$ cat src/rtl/ariane_clint_lite.sv
// Core-local interruptor: prescaled 64-bit mtime, per-hart mtimecmp/msip over AXI4-Lite.
// One write and one read outstanding; responses are registered and hold until accepted.
module ariane_clint_lite #(
  parameter int unsigned NR_HARTS       = 1,
  parameter int unsigned AXI_DATA_WIDTH = 64,
  parameter int unsigned AXI_ADDR_WIDTH = 16,
  parameter int unsigned RTC_DIV        = 1
) (
  input  logic                          aclk,
  input  logic                          aresetn,
  input  logic [AXI_ADDR_WIDTH-1:0]     s_axil_awaddr,
  input  logic                          s_axil_awvalid,
  output logic                          s_axil_awready,
  input  logic [AXI_DATA_WIDTH-1:0]     s_axil_wdata,
  input  logic [AXI_DATA_WIDTH/8-1:0]   s_axil_wstrb,
  input  logic                          s_axil_wvalid,
  output logic                          s_axil_wready,
  output logic [1:0]                    s_axil_bresp,
  output logic                          s_axil_bvalid,
  input  logic                          s_axil_bready,
  input  logic [AXI_ADDR_WIDTH-1:0]     s_axil_araddr,
  input  logic                          s_axil_arvalid,
  output logic                          s_axil_arready,
  output logic [AXI_DATA_WIDTH-1:0]     s_axil_rdata,
  output logic [1:0]                    s_axil_rresp,
  output logic                          s_axil_rvalid,
  input  logic                          s_axil_rready,
  output logic [NR_HARTS-1:0]           timer_irq_o,
  output logic [NR_HARTS-1:0]           ipi_o
);

  localparam int unsigned NB = AXI_DATA_WIDTH / 8;
  localparam int unsigned PW = (RTC_DIV > 1) ? $clog2(RTC_DIV) : 1;
  localparam logic [1:0] RESP_OKAY   = 2'b00;
  localparam logic [1:0] RESP_DECERR = 2'b11;

  typedef struct packed {
    logic       hit;
    logic       is_msip;
    logic       is_cmp;
    logic       is_mtime;
    logic [3:0] hart;
    logic [2:0] bsel;
  } dec_t;

  // Maps one byte address onto the register byte that lives there, if any.
  function automatic dec_t decode(input logic [15:0] a);
    dec_t d;
    d      = '0;
    d.bsel = a[2:0];
    for (int h = 0; h < NR_HARTS; h++) begin
      if (a[15:2] == 14'(h)) begin
        d.hit     = 1'b1;
        d.is_msip = 1'b1;
        d.hart    = 4'(h);
      end
      if (a[15:3] == 13'(32'h800 + h)) begin
        d.hit    = 1'b1;
        d.is_cmp = 1'b1;
        d.hart   = 4'(h);
      end
    end
    if (a[15:3] == 13'h17FF) begin
      d.hit      = 1'b1;
      d.is_mtime = 1'b1;
    end
    return d;
  endfunction

  logic [PW-1:0]              presc_q, presc_d;
  logic [63:0]                mtime_q, mtime_d;
  logic [NR_HARTS-1:0][63:0]  mtimecmp_q, mtimecmp_d;
  logic [NR_HARTS-1:0]        msip_q, msip_d;
  logic [NR_HARTS-1:0]        timer_irq_q, timer_irq_d;
  logic                       bvalid_q, bvalid_d;
  logic [1:0]                 bresp_q, bresp_d;
  logic                       rvalid_q, rvalid_d;
  logic [1:0]                 rresp_q, rresp_d;
  logic [AXI_DATA_WIDTH-1:0]  rdata_q, rdata_d;

  logic                       tick;
  logic                       wr_hs, rd_hs;
  logic [15:0]                wr_base, rd_base;
  logic                       wr_hit, rd_hit;
  dec_t                       wr_dec, rd_dec;
  logic [7:0]                 wr_byte;
  logic [AXI_DATA_WIDTH-1:0]  rd_data;

  assign tick    = (presc_q == PW'(RTC_DIV - 1));
  assign wr_hs   = s_axil_awvalid & s_axil_wvalid & ~bvalid_q;
  assign rd_hs   = s_axil_arvalid & ~rvalid_q;
  assign wr_base = s_axil_awaddr[15:0] & ~16'(NB - 1);
  assign rd_base = s_axil_araddr[15:0] & ~16'(NB - 1);

  // Default mtime_d already carries the tick, so unwritten bytes of a
  // same-cycle mtime write pick up mtime+1.
  always_comb begin
    presc_d    = tick ? '0 : presc_q + PW'(1);
    mtime_d    = mtime_q + 64'(tick);
    mtimecmp_d = mtimecmp_q;
    msip_d     = msip_q;
    wr_hit     = 1'b0;
    wr_dec     = '0;
    wr_byte    = '0;
    for (int i = 0; i < NB; i++) begin
      wr_dec  = decode(wr_base | 16'(i));
      wr_byte = s_axil_wdata[8*i +: 8];
      wr_hit  = wr_hit | wr_dec.hit;
      if (wr_hs && s_axil_wstrb[i]) begin
        if (wr_dec.is_mtime) begin
          mtime_d[{wr_dec.bsel, 3'b000} +: 8] = wr_byte;
        end
        for (int h = 0; h < NR_HARTS; h++) begin
          if (wr_dec.is_cmp && wr_dec.hart == 4'(h)) begin
            mtimecmp_d[h][{wr_dec.bsel, 3'b000} +: 8] = wr_byte;
          end
          if (wr_dec.is_msip && wr_dec.hart == 4'(h) && wr_dec.bsel[1:0] == 2'b00) begin
            msip_d[h] = wr_byte[0];
          end
        end
      end
    end
  end

  always_comb begin
    rd_hit  = 1'b0;
    rd_dec  = '0;
    rd_data = '0;
    for (int i = 0; i < NB; i++) begin
      rd_dec = decode(rd_base | 16'(i));
      rd_hit = rd_hit | rd_dec.hit;
      if (rd_dec.is_mtime) begin
        rd_data[8*i +: 8] = mtime_q[{rd_dec.bsel, 3'b000} +: 8];
      end
      for (int h = 0; h < NR_HARTS; h++) begin
        if (rd_dec.is_cmp && rd_dec.hart == 4'(h)) begin
          rd_data[8*i +: 8] = mtimecmp_q[h][{rd_dec.bsel, 3'b000} +: 8];
        end
        if (rd_dec.is_msip && rd_dec.hart == 4'(h) && rd_dec.bsel[1:0] == 2'b00) begin
          rd_data[8*i +: 8] = {7'b0, msip_q[h]};
        end
      end
    end
  end

  always_comb begin
    bvalid_d = bvalid_q;
    bresp_d  = bresp_q;
    rvalid_d = rvalid_q;
    rresp_d  = rresp_q;
    rdata_d  = rdata_q;
    if (bvalid_q && s_axil_bready) bvalid_d = 1'b0;
    if (wr_hs) begin
      bvalid_d = 1'b1;
      bresp_d  = wr_hit ? RESP_OKAY : RESP_DECERR;
    end
    if (rvalid_q && s_axil_rready) rvalid_d = 1'b0;
    if (rd_hs) begin
      rvalid_d = 1'b1;
      rresp_d  = rd_hit ? RESP_OKAY : RESP_DECERR;
      rdata_d  = rd_hit ? rd_data : '0;
    end
    for (int h = 0; h < NR_HARTS; h++) begin
      timer_irq_d[h] = (mtime_q >= mtimecmp_q[h]);
    end
  end

  always_ff @(posedge aclk or negedge aresetn) begin
    if (!aresetn) begin
      presc_q     <= '0;
      mtime_q     <= '0;
      mtimecmp_q  <= '1;
      msip_q      <= '0;
      timer_irq_q <= '0;
      bvalid_q    <= 1'b0;
      bresp_q     <= 2'b00;
      rvalid_q    <= 1'b0;
      rresp_q     <= 2'b00;
      rdata_q     <= '0;
    end else begin
      presc_q     <= presc_d;
      mtime_q     <= mtime_d;
      mtimecmp_q  <= mtimecmp_d;
      msip_q      <= msip_d;
      timer_irq_q <= timer_irq_d;
      bvalid_q    <= bvalid_d;
      bresp_q     <= bresp_d;
      rvalid_q    <= rvalid_d;
      rresp_q     <= rresp_d;
      rdata_q     <= rdata_d;
    end
  end

  assign s_axil_awready = wr_hs;
  assign s_axil_wready  = wr_hs;
  assign s_axil_bvalid  = bvalid_q;
  assign s_axil_bresp   = bresp_q;
  assign s_axil_arready = ~rvalid_q;
  assign s_axil_rvalid  = rvalid_q;
  assign s_axil_rresp   = rresp_q;
  assign s_axil_rdata   = rdata_q;
  assign timer_irq_o    = timer_irq_q;
  assign ipi_o          = msip_q;

endmodule

$ cat config.mk
export PLATFORM = sky130hd
export DESIGN_NAME = ariane_clint_lite
export DESIGN_NICKNAME = d
export VERILOG_FILES = /design/src/rtl/ariane_clint_lite.sv
export SDC_FILE = /design/constraint.sdc
export NUM_CORES = 1
export LEC_CHECK = 0
export BUFFER_PORTS_ARGS = -buffer_cell sky130_fd_sc_hd__buf_2
export CORE_ASPECT_RATIO = 1.75
export CORE_MARGIN = 2
export CORE_UTILIZATION = 61
export CTS_CLUSTER_SIZE = 16
export DETAILED_ROUTE_END_ITERATION = 8
export GPL_TIMING_DRIVEN = 0
export MAX_ROUTING_LAYER = met4
export PLACE_DENSITY = 0.86
export SETUP_SLACK_MARGIN = 0.1
export SYNTH_ARGS = -nofsm -noshare
export SYNTH_HDL_FRONTEND = slang
export SYNTH_SLANG_ARGS = --single-unit
export TNS_END_PERCENT = 10
$ cat constraint.sdc
create_clock -name aclk -period 3.8 [get_ports aclk]
set_input_delay 0.19 -clock aclk [delete_from_list [all_inputs] [get_ports aclk]]
set_output_delay 0.19 -clock aclk [all_outputs]
set_load 0.02 [all_outputs]
---- Yosys cells after proc, flatten, opt, wreduce, memory -nomap -nowiden ----
Index checks and enable logic that the tools add are counted.
operators by class
  bitwise logic cells ..................... 14
  reduce and logical (&&, ||, !) cells .... 16
  add/subtract/negate cells ............... 2
  $lt $le $gt $ge ......................... 1
  multiplexer cells ....................... 78
  equal/unequal tests ..................... 4
operators by type and width
  operator                                          count
  2-to-1 mux 64 bit                                 5
  2-to-1 mux 56 bit                                 4
  2-to-1 mux 48 bit                                 4
  2-to-1 mux 8 bit                                  22
  2-to-1 mux 40 bit                                 4
  2-to-1 mux 32 bit                                 4
  2-to-1 mux 24 bit                                 4
  adder 64 x 1 -> 64 bit                            1
  >= comparator 64 bit                              1
  2-to-1 mux 16 bit                                 4
  zero test 14 bit                                  4
  == test 13 x 12 -> 1 bit (second input constant)  2
  == test 13 bit (second input constant)            2
  2-to-1 mux 1 bit                                  21
  2-to-1 mux 2 bit                                  6
  logical AND 1 bit                                 10
  OR 1 bit                                          8
  nonzero test 2 bit                                2
  bitwise AND 1 bit                                 3
  NOT 1 bit                                         3
  adder 1 bit (second input constant)               1
storage, ports and cells
  input bits .............................. 111
  flip-flop bits (word level) ............. 201
  logic and storage cells ................. 125

---- Logic depth before layout (Yosys ltp) ----
Gate-level depths: netlist of run 1.
  depth after elaboration ................. 18
  depth in mapped cells ................... 8

---- Worst setup path after synthesis of run 1 ----
OpenSTA, ideal clock, no wires.
  path type ............................... register to register
  start point ............................. reg bvalid_q, in the netlist s_axil_bvalid
  end point ............................... reg mtime_q[13]
  clock period less this slack ............ 2.008 ns
  stages on the path, launching flop included .. 9
  path buffers ............................ 2
  setup time .............................. 0.137 ns
  arrival ................................. 1.871 ns
  slack ................................... 1.792 ns
  required time ........................... 3.663 ns
  path through ............................ dfrtp_1 -> inv_1 -> nand3_1 -> inv_1 -> buf_1 -> nand3_1 -> clkbuf_1 -> nor2_1 -> a21oi_1
between the ends
  word-level cells in the longest chain between the ends .. 16
  elaborated cells between the ends (all ways) .. 22
  those cells by class .................... mux (13); bitwise (2); reduce/logical (7)
ends and longest elaborated chain
  what                      line  RTL
  start, declared           75    logic bvalid_q, bvalid_d;
  start signal, assigned    186   bvalid_q <= bvalid_d;
  NOT 1 bit (*)             90    assign wr_hs = s_axil_awvalid & s_axil_wvalid & ~bvalid_q;
  bitwise AND 1 bit (*)     90
  named net s_axil_awready  13    output logic s_axil_awready,
  logical AND 1 bit         109   if (wr_hs && s_axil_wstrb[i]) begin
  2-to-1 mux 16 bit         109
  2-to-1 mux 24 bit         110   if (wr_dec.is_mtime) begin
  2-to-1 mux 24 bit         109
  2-to-1 mux 32 bit         110
  (+2 left out)             -
  2-to-1 mux 40 bit         109
  2-to-1 mux 48 bit         110
  2-to-1 mux 48 bit         109
  2-to-1 mux 56 bit         110
  2-to-1 mux 56 bit         109
  2-to-1 mux 64 bit         110
  2-to-1 mux 64 bit (*)     109
  named net mtime_d[13]     71    logic [63:0] mtime_q, mtime_d;
  end signal, assigned      182   mtime_q <= mtime_d;
  end, declared             71
The timed path passes the listed nets; every way through them passes the cells marked *.
A chain may end at the register's enable or synchronous reset.

---- Worst setup path in the final report of run 1 ----
  start point ............................. reg bvalid_q, in the netlist s_axil_bvalid
  end point ............................... reg mtime_q[5]
between the ends
  word-level cells in the longest chain between the ends .. 18
  elaborated cells between the ends (all ways) .. 25
  those cells by class .................... mux (15); bitwise (2); reduce/logical (8)
ends and longest elaborated chain
  what                   line
  NOT 1 bit (*)          90
  bitwise AND 1 bit (*)  90
  logical AND 1 bit      109
  2-to-1 mux 8 bit       109
  2-to-1 mux 16 bit      110
  2-to-1 mux 16 bit      109
  2-to-1 mux 24 bit      110
  2-to-1 mux 24 bit      109
  (+3 left out)          -
  2-to-1 mux 40 bit      109
  2-to-1 mux 48 bit      110
  2-to-1 mux 48 bit      109
  2-to-1 mux 56 bit      110
  2-to-1 mux 56 bit      109
  2-to-1 mux 64 bit      110
  2-to-1 mux 64 bit (*)  109
  named net mtime_d[5]   71
Marks and branches as above.

==> impl_metrics.py, run 1 <==
metrics = {
    "logic_synthesis": {
        "syn_avg_cell_area_sq_um": 9.043,
        "synth_area_leader_cell": "dfrtp_1",
        "yosysUniqueCellTypes": 52,
        "yosys-top-cells-area": "dfrtp_1 31%, dfstp_2 16%, ha_1 7.6%",
        "synth_top_area_share_pct": 31.21,
        "async_flop_share_pct": 100.0,
        "synth_fp_nets": 1364,
        "netlist_area_sq_um": 10740,
        "synth_edf_count": 0,
        "ys_ff_latch": 198,
        "syn_inst": 1188,
        "ys_seq_area_share_pct": 46.87,
        "ys.flop_type": "dfrtp_1",
        "synth_warnings": 0,
    },
    "timing": {
        "slew_headroom_pct": 7.362,
        "layout_setup_ws_ns": 1.007,
        "setup_viol": 0,
        "finalMaxSlewViolations": 0,
        "period_needed_ns": 2.793,
        "finalCritPeriodShare_pct": 73.49,
        "rsz0062_at_grt": "false",
        "holdWs_ns": -0.0008025,
        "worst_pin_slew_ns": 1.378,
        "fmax_mhz": 358.1,
        "hold_viol": 1,
        "finClkSkew_ns": 0.01312,
    },
    "global_routing": {
        "grt_use_met3_pct": 4.967,
        "antenna_found_initial": 0,
        "overflow": 0,
        "track_usage_pct": 35.71,
        "grt_start_max_net_pins": 121,
        "gr-max-usage-layer": "met2",
        "met1_usage_pct": 37.52,
        "grt_pass1_vias": 10590,
        "grt_pass1_wl_um": 51540,
        "gr-usage-met2_pct": 62.14,
    },
    "layout": {
        "n_antenna_cell": 0,
        "regArea_sq_um": 5035,
        "design_area_sq_um": 13040,
        "layout.nets": 1613,
        "multi_input_area_sq_um": 5147,
        "syn2layout_area_growth_pct": 21.37,
        "drive_gt1_share_pct": 21.24,
        "fillers": 1231,
    },
    "worst_setup_path": {
        "path_max_fanout": 11,
        "r2r_setup_slack_ns": 1.01,
        "critPathLaunchType": "register",
        "crit_required_ns": 4.10,
        "worstPathArrival_ns": 3.09,
        "crit_chain": "inv_1 > nand3_1 > inv_1 > buf_1 > nand3_1 > clkbuf_1 > nor2_1 > a21oi_1",
        "path_class": "register to register",
        "slowest_delay_ns": 0.63,
        "slowest_stage": "buf_1",
        "cp-end-kind": "register",
    },
    "floorplan": {
        "core-area_sq_um": 17380,
        "dieArea_sq_um": 18730,
        "num_rows": 64,
        "num_io_pins": 186,
        "die_w_um": 104.3,
        "initial_core_util_pct": 61.82,
        "die_h_um": 179.6,
    },
    "power_and_ir_drop": {
        "swShare_pct": 26.26,
        "comb_power_share_pct": 8.5,
        "power.leakage_nw": 6.301,
        "p_seq_share_pct": 50.5,
        "power_density_nw_per_um2": 333.9,
        "peakVddDrop_v": 0.0002623,
        "p_int_w": 0.003210,
        "power.switching_w": 0.001143,
        "p_clk_share_pct": 41.0,
    },
    "placed_design": {
        "place_hpwl_um": 22940,
        "postPlaceCellArea_sq_um": 11970,
        "preCtsSetupSlack_ns": 1.129,
        "globalplace.congestion": 0.9483,
        "io_buffers": 179,
    },
    "clock_network": {
        "clock_path_buffers": 2,
        "cts-htree-levels": 4,
        "root_buffer": "clkbuf_16",
        "cts_tree": "yes",
        "numClockSinks": 198,
        "post_cts_resized": 0,
        "insertion_delay_ns": 0.45,
        "cts_setup_buffers": 0,
        "cts_buffers": 17,
        "clkTransAtPathRegs_ns": 0.08,
    },
    "routing": {
        "drt.antenna.violating_nets": 0,
        "drt_iter0_markers": 681,
        "post_drt_wl_per_cell_um": 18.94,
        "dr.pass1.iters": 8,
        "via_per_inst": 6.017,
        "drt-total-wl_um": 31840,
        "drc": 0,
        "vias": 10110,
    },
    "run": {
        "maxCapViolations": 0,
    },
    "hold_path": {
        "holdCritPathClass": "primary input to register",
    },
    "run_status": {
        "failed_checks": "hold timing",
        "status": "finished, violations left",
    },
}
-- cell families after synthesis --
| kind of cell | count (synthesis) | synth area share (%) |
|---|---|---|
| multiplexers | 6 | 0.6289 |
| buffers and inverters | 143 | 5.218 |
| flip-flops | 198 | 46.87 |
| AO/OA/AOI/OAI | 299 | 15.99 |
| XOR/XNOR | 62 | 5.055 |
| AND/OR/NAND/NOR | 415 | 18.67 |
| adder cells (fa/ha/maj) | 65 | 7.570 |
-- metrics by stage --
step | instances | utilization, % | total power (W) | TNS (ns)
6_report | 1681 | 75.04 | 0.004353 | 0
5_1_grt | 1681 | 75.04 | 0.004480 | 0
4_1_cts | 1681 | 75.04 | 0.004350 | 0
3_5_place_dp | 1599 | 68.86 | 0.002552 | 0
3_3_place_gp | 1598 | 68.64 | 0.002537 | -81.31
2_1_floorplan | 1188 | - | 0.002356 | 0
-- Yosys cell counts (4+ instances only) --
library cell and count:
nand2_1 173, nand3_1 35, buf_4 4, nor3_2 4, a21oi_1 86, ha_1 65
a221oi_1 9, xor2_1 14, a22oi_1 56, clkbuf_1 48, nor3_1 22, nand4_1 22
mux2_2 6, xnor2_1 48, nor4_1 18, nor2_1 99, and3_1 14, buf_1 6
inv_1 83, dfstp_2 64, o21ai_0 130, dfrtp_1 134
-- power by group through the flow --
stage / Clock [W] / Combinational, W / Sequential, W
2_1_floorplan: 0 / 0.000107 / 0.00225
3_3_place_gp: 0 / 0.000306 / 0.00223
3_5_place_dp: 0 / 0.000320 / 0.00223
6_report: 0.00179 / 0.000368 / 0.00220
4_1_cts: 0.00179 / 0.000362 / 0.00220
5_1_grt: 0.00188 / 0.000396 / 0.00220
-- cell usage in the layout (no fill, tap or decap), types with 7 or more instances in the layout --
cell / n
nand3_1: 35
dlygate4sd3_1: 50
inv_6: 7
buf_2: 179
o21ai_0: 130
nand2_1: 173
xnor2_1: 48
a21oi_1: 86
nor4_1: 18
clkbuf_16: 17
dfstp_2: 64
nand4_1: 22
xor2_1: 14
and3_1: 14
nor2_1: 99
dfrtp_1: 134
a221oi_1: 9
ha_1: 65
inv_1: 83
nor3_1: 22
clkbuf_1: 48
a22oi_1: 56
-- critical path: cells and delay by family, from the launching register on --
family          cells  cell delay [ns]
compound gates      1             0.06
buf+inv             4             1.45
flops               1             0.40
simple gates        3             0.72
-- timing repair --
| action | in CTS | in global routing |
|---|---|---|
| hold endpoints to repair | 129 | 0 |
| hold buffers | 50 | 0 |
| endpoints found under the setup margin | 0 | 0 |
-- per-layer routing --
layer  vias up  share of wire, %
met1      4881                35
met2       465                53
li1       4631                 -
met3       137               5.2
met5         -                 0
met4         0               6.1
-- final timing paths --
check,endpoint,startpoint,depth (start not counted)
setup / recovery,mtime_q[5]$_DFF_PN0_,s_axil_bvalid$_DFFE_PN0P_,8
hold / removal,mtimecmp_q[52]$_DFFE_PN1P_,s_axil_wdata[52],3
setup reg to reg,mtime_q[5]$_DFF_PN0_,s_axil_bvalid$_DFFE_PN0P_,8
hold reg to reg,s_axil_rdata[51]$_DFFE_PN0P_,s_axil_rdata[51]$_DFFE_PN0P_,2
max in group asynchronous,mtimecmp_q[27]$_DFFE_PN1P_,aresetn,3
min in group asynchronous,s_axil_rdata[6]$_DFFE_PN0P_,aresetn,2
-- final cells by class --
class                           instances  area share (%)
Buffer                                 60           1.910
Clock buffer                           20           3.579
Clock inverter                         12          0.8157
Inverter                               83           2.389
Multi-Input combinational cell        847           39.48
Sequential cell                       198           38.61
Tap cell                              231           2.217
Timing Repair Buffer                  230           11.00
(Power assumes the default switching activity.)
==> run 2: changes to the inputs <==
CORE_UTILIZATION = 57   (was 61)
PLACE_DENSITY = 0.81   (was 0.86)
clock period = 2.95 ns   (was 3.8 ns; I/O delays follow)
==> run 2 against run 1 <==
The flow now finishes without violations. Critical endpoint is now mtime_q[53]$_DFF_PN0_. Largest power group unchanged. Clock skew up 0.0044 ns. First-iteration DRC count fell by 10%. Highest routed layer unchanged. Sequential power rose by 29%. Critical path type unchanged. Sequential cell count stayed put. Total power increased by 30%. Routed wire length is 2.8% lower. Core utilization fell by 3.5 points. Hold slack improved by 0.035 ns.
==> impl_metrics.py, run 2 (synthesized netlist as in run 1, its figures left out) <==
metrics = {
    "run_status": {
        "status": "completed",
    },
    "timing": {
        "layout_setup_ws_ns": 0.2633,
        "worst_pin_slew_ns": 1.361,
        "period_needed_ns": 2.687,
        "hold_viol": 0,
        "slew_headroom_pct": 8.536,
        "finClkSkew_ns": 0.01754,
        "finalMaxSlewViolations": 0,
        "fmax_mhz": 372.2,
        "setup_viol": 0,
        "rsz0062_at_grt": "true",
        "finalCritPeriodShare_pct": 91.08,
    },
    "layout": {
        "layout.nets": 1630,
        "n_antenna_cell": 0,
        "fillers": 1419,
        "final_cell_mix": "179 x buf_2, 173 x nand2_1, 134 x dfrtp_1, 130 x o21ai_0, 99 x nor2_1",
        "drive_gt1_share_pct": 21.00,
        "syn2layout_area_growth_pct": 23.13,
        "fin_cells": 1705,
        "fin_util_pct": 71.51,
        "layout_commonest_cell": "buf_2",
    },
    "placed_design": {
        "placedCellCount": 1606,
        "place_hpwl_um": 22410,
        "preCtsSetupSlack_ns": 0.2746,
        "io_buffers": 179,
        "globalplace.congestion": 0.9625,
    },
    "global_routing": {
        "grt_start_max_net_pins": 108,
        "track_usage_pct": 32.71,
        "grt_pass1_wl_um": 49430,
        "grt_pass1_vias": 10080,
        "antenna_found_initial": 0,
        "overflow": 0,
    },
    "clock_network": {
        "insertion_delay_ns": 0.45,
        "clock_path_buffers": 2,
        "clkTransAtPathRegs_ns": 0.08,
        "cts_tree": "yes",
        "root_buffer": "clkbuf_16",
        "numClockSinks": 198,
        "cts-htree-levels": 4,
        "cts_buffers": 17,
    },
    "routing": {
        "dr.pass1.iters": 6,
        "drt_iter0_markers": 610,
        "vias": 9857,
        "via_per_inst": 5.781,
        "post_drt_wl_per_cell_um": 18.15,
        "drt-total-wl_um": 30940,
        "drt.antenna.violating_nets": 0,
        "drc": 0,
    },
    "worst_setup_path": {
        "worstPathArrival_ns": 2.99,
        "path_class": "register to register",
        "crit_required_ns": 3.25,
        "r2r_setup_slack_ns": 0.26,
        "path_max_fanout": 10,
        "cp-end-kind": "register",
        "critPathLaunchType": "register",
    },
    "floorplan": {
        "core-area_sq_um": 18500,
        "die_w_um": 107.8,
        "die_h_um": 185.6,
        "num_rows": 66,
        "initial_core_util_pct": 58.08,
        "num_io_pins": 186,
        "dieArea_sq_um": 20000,
    },
    "run": {
        "maxCapViolations": 0,
    },
    "power_and_ir_drop": {
        "p_int_w": 0.004221,
        "power.leakage_nw": 6.375,
        "swShare_pct": 25.36,
        "power.switching_w": 0.001434,
        "p_clk_share_pct": 41.4,
        "peakVddDrop_v": 0.0002866,
        "p_seq_share_pct": 50.1,
        "power_density_nw_per_um2": 427.5,
        "comb_power_share_pct": 8.5,
    },
    "hold_path": {
        "holdCritPathClass": "primary input to register",
    },
}
## run 2: power groups by stage
| stage | Sequential [W] | Clock, W | Combinational, W |
|---|---|---|---|
| floorplan | 0.00290 | 0 | 0.000138 |
| global placement | 0.00287 | 0 | 0.000398 |
| detailed placement | 0.00288 | 0 | 0.000411 |
| CTS | 0.00283 | 0.00236 | 0.000481 |
| global route | 0.00284 | 0.00246 | 0.000528 |
| finish | 0.00283 | 0.00234 | 0.000483 |
## run 2: per-layer routing
metal	part of all wire [%]	up-vias	track usage (%)
met1	38	4775	35.97
li1	-	4651	-
met2	54	339	58.29
met3	4.7	92	4.272
met4	4.0	0	14.97
met5	0	-	-
## run 2: repair_timing
item,4_1_cts,5_1_grt
endpoints found under the setup margin,0,8
hold buffers,67,0
setup buffers,0,0
resized for setup,0,1
hold endpoints to repair,168,0
## run 2: critical path: stages, from the launching register on
cell and delay (ns):
dfrtp_1 0.50, nand4_1 0.19, nor4_2 0.74, nand3_2 0.16, buf_4 0.23, nor4_1 0.42
xnor2_1 0.20, a21oi_1 0.10
## run 2: area by class of cell
class | instances | area (sq um) | share of cell area [%]
Tap cell | 238 | 297.8 | 2.251
Buffer | 60 | 250.2 | 1.892
Clock buffer | 21 | 470.5 | 3.557
Inverter | 83 | 311.5 | 2.355
Multi-Input combinational cell | 847 | 5147 | 38.91
Timing Repair Buffer | 247 | 1604 | 12.13
Clock inverter | 11 | 111.4 | 0.8418
Sequential cell | 198 | 5035 | 38.06
## run 2: final timing paths
kind,end,depth (start not counted),startpoint
setup / recovery,mtime_q[53]$_DFF_PN0_,7,mtime_q[5]$_DFF_PN0_
max in group asynchronous,mtimecmp_q[32]$_DFFE_PN1P_,3,aresetn
setup reg to reg,mtime_q[53]$_DFF_PN0_,7,mtime_q[5]$_DFF_PN0_
hold / removal,s_axil_bresp[0]$_DFFE_PN0P_,3,s_axil_wvalid
min in group asynchronous,mtime_q[6]$_DFF_PN0_,2,aresetn
hold reg to reg,s_axil_rdata[51]$_DFFE_PN0P_,2,s_axil_rdata[51]$_DFFE_PN0P_
## run 2: stage by stage
step / power [W] / instance area, sq um / hold WS [ns] / TNS (ns)
after floorplan: 0.003035 / 10740 / -0.1481 / 0
after global placement: 0.003273 / 11940 / 0.3241 / -214.20
after detailed placement: 0.003288 / 11970 / 0.2001 / 0
after CTS: 0.005667 / 13230 / 0.02793 / 0
after global routing: 0.005829 / 13230 / 0.07261 / 0
final: 0.005655 / 13230 / 0.03411 / 0
==> run 3: changes to the inputs <==
ABC_AREA = 1   (was unset)
BUFFER_PORTS_ARGS = -buffer_cell sky130_fd_sc_hd__buf_4   (was -buffer_cell sky130_fd_sc_hd__buf_2)
CORE_UTILIZATION = 58   (was 57)
CTS_CLUSTER_SIZE = 8   (was 16)
==> run 3 against run 2 <==
Routed wire length up 38%. Worst setup slack better by 0.13 ns. Area after synthesis up 14%. Sequential power about the same. Clock-buffer cell count up 2. Core utilization up 1.3 points.
==> impl_metrics.py, run 3 <==
metrics = {
    "worst_setup_path": {
        "path_max_fanout": 6,
        "path_class": "register to register",
        "reg2regPathDepth": 9,
        "cp-end-kind": "register",
        "worstPathArrival_ns": 2.94,
        "crit_required_ns": 3.33,
        "critPathLaunchType": "register",
    },
    "hold_path": {
        "holdCritPathClass": "primary input to register",
        "hold_depth": 4,
    },
    "layout": {
        "final_cell_mix": "543 x nand2_1, 249 x inv_1, 196 x nor2_1, 182 x buf_4, 134 x dfrtp_1",
        "fillers": 1626,
        "multi_input_area_sq_um": 6006,
        "drive_gt1_share_pct": 16.82,
        "layout_commonest_cell": "nand2_1",
        "syn2layout_area_growth_pct": 23.94,
        "regArea_sq_um": 5035,
        "layout.nets": 2145,
    },
    "routing": {
        "drt.antenna.violating_nets": 0,
        "post_drt_wl_per_cell_um": 19.13,
        "dr.pass1.iters": 6,
        "via_per_inst": 5.592,
        "vias": 12490,
        "drc": 0,
        "drt_iter0_markers": 953,
        "drt-total-wl_um": 42720,
    },
    "power_and_ir_drop": {
        "swShare_pct": 25.16,
        "p_seq_share_pct": 48.7,
        "p_clk_share_pct": 40.7,
        "p_int_w": 0.004295,
        "comb_power_share_pct": 10.6,
        "power.switching_w": 0.001444,
        "power_density_nw_per_um2": 378.0,
        "power_w": 0.005739,
        "power.leakage_nw": 8.138,
        "peakVddDrop_v": 0.0004107,
    },
    "logic_synthesis": {
        "syn_inst": 1703,
        "yosys-top-cells-count": "543 x nand2_1, 249 x inv_1, 196 x nor2_1",
        "syn_avg_cell_area_sq_um": 7.193,
        "synth_top_area_share_pct": 27.37,
        "async_flop_share_pct": 100.0,
        "ys_seq_area_share_pct": 41.10,
        "synth_area_leader_cell": "dfrtp_1",
        "netlist_area_sq_um": 12250,
        "yosysUniqueCellTypes": 38,
        "yosys-top-cells-area": "dfrtp_1 27%, nand2_1 17%, dfstp_2 14%",
        "ys_ff_latch": 198,
        "ys.flop_type": "dfrtp_1",
        "synth_fp_nets": 1879,
        "synth_warnings": 0,
        "synth_edf_count": 0,
        "synth_most_common_cell": "nand2_1",
    },
    "placed_design": {
        "globalplace.congestion": 1.036,
        "io_buffers": 179,
        "place_hpwl_um": 32670,
    },
    "run_status": {
        "status": "completed",
    },
    "global_routing": {
        "grt_pass1_wl_um": 65670,
        "grt_pass1_vias": 12730,
        "antenna_found_initial": 1,
        "track_usage_pct": 40.01,
        "overflow": 0,
        "grt_start_max_net_pins": 104,
    },
    "timing": {
        "rsz0062_at_grt": "false",
        "setup_tns_ns": 0,
        "finClkSkew_ns": 0.01218,
        "slew_headroom_pct": 27.81,
        "worst_pin_slew_ns": 1.075,
        "fmax_mhz": 390.6,
        "finalMaxSlewViolations": 0,
        "period_needed_ns": 2.560,
        "setup_viol": 0,
        "hold_viol": 0,
        "holdWs_ns": 0.05997,
        "finalCritPeriodShare_pct": 86.79,
    },
    "clock_network": {
        "clkTransAtPathRegs_ns": 0.07,
        "insertion_delay_ns": 0.45,
        "root_buffer": "clkbuf_16",
        "cts_setup_buffers": 0,
        "cts_tree": "yes",
        "clock_path_buffers": 2,
        "cts-htree-levels": 4,
        "cts_buffers": 17,
        "numClockSinks": 198,
    },
    "run": {
        "maxCapViolations": 0,
    },
    "floorplan": {
        "initial_core_util_pct": 58.76,
        "num_io_pins": 186,
        "dieArea_sq_um": 22340,
        "core-area_sq_um": 20850,
        "die_h_um": 196.2,
        "num_rows": 70,
        "die_w_um": 113.9,
    },
}
==> run 3: through the flow <==
| stage | utilization [%] | std cells | area [sq um] | setup slack (ns) |
|---|---|---|---|---|
| 6_report | 72.83 | 2233 | 15180 | 0.3896 |
| 5_1_grt | 72.83 | 2233 | 15180 | 0.2940 |
| 4_1_cts | 72.82 | 2232 | 15180 | 0.5421 |
| 3_5_place_dp | 66.89 | 2135 | 13940 | 0.4672 |
| 3_3_place_gp | 66.72 | 2134 | 13910 | 0.4401 |
| 2_1_floorplan | - | 1703 | 12250 | 1.251 |
==> run 3: per-layer routing <==
layer  GRT usage, %  routed length, um  up-vias
met1          39.68              14550     5796
li1               -                  -     5940
met3          5.746               2355      192
met4          28.27               3383        0
met2          70.75              22430      560
met5              -                  0        -
==> run 3: worst max-delay path: stages (launching register included) <==
cell and delay, ns:
dfrtp_1 0.51, ha_1 0.30, nand3_1 0.33, nor2_2 0.35, nand2_1 0.15, nor2_1 0.45, nand3_1 0.15, nand2_1 0.09
nand2_1 0.05, a21oi_1 0.11
==> run 3: cell type report <==
type,instances,area share (%)
clock buffers,23,3.082
diodes,1,0.01648
repair buffers,247,13.50
clock inverters,7,0.6428
well taps,252,2.077
plain buffers,43,1.731
flip-flops and latches,198,33.16
inverters,252,6.230
multi-input cells,1210,39.56
==> run 3: power groups by stage <==
stage,clock network (W),registers (W),logic (W)
final,0.00233,0.00280,0.000608
after global routing,0.00243,0.00280,0.000660
after CTS,0.00233,0.00280,0.000598
after detailed placement,0,0.00284,0.000520
after global placement,0,0.00284,0.000506
after floorplan,0,0.00284,0.000215
==> run 3: final timing paths <==
kind | startpoint | endpoint | slack, ns
worst max register to register | mtime_q[0]$_DFF_PN0_ | mtime_q[34]$_DFF_PN0_ | 0.39
min in group asynchronous | aresetn | s_axil_rdata[57]$_DFFE_PN0P_ | 0.28
worst min-delay path | s_axil_wstrb[6] | mtimecmp_q[49]$_DFFE_PN1P_ | 0.06
worst min register to register | mtimecmp_q[4]$_DFFE_PN1P_ | mtimecmp_q[4]$_DFFE_PN1P_ | 0.47
max in group asynchronous | aresetn | mtimecmp_q[16]$_DFFE_PN1P_ | 1.68
worst max-delay path | mtime_q[0]$_DFF_PN0_ | mtime_q[34]$_DFF_PN0_ | 0.39
==> run 3: what timing repair did <==
item                                   4_1_cts  5_1_grt
hold buffers                                67        0
resized for setup                            0        0
endpoints found under the hold margin      175        0
==> run 3: cells by family (layout without fill, tap and decap cells) <==
logic type,count (synthesis),in the layout,share of synthesized area (%)
buffers and inverters,295,572,9.867
other,0,1,0
AND/OR/NAND/NOR,894,894,30.22
XOR/XNOR,23,23,1.645
AO/OA/AOI/OAI,228,228,10.52
flip-flops,198,198,41.10
adder cells (fa/ha/maj),65,65,6.639
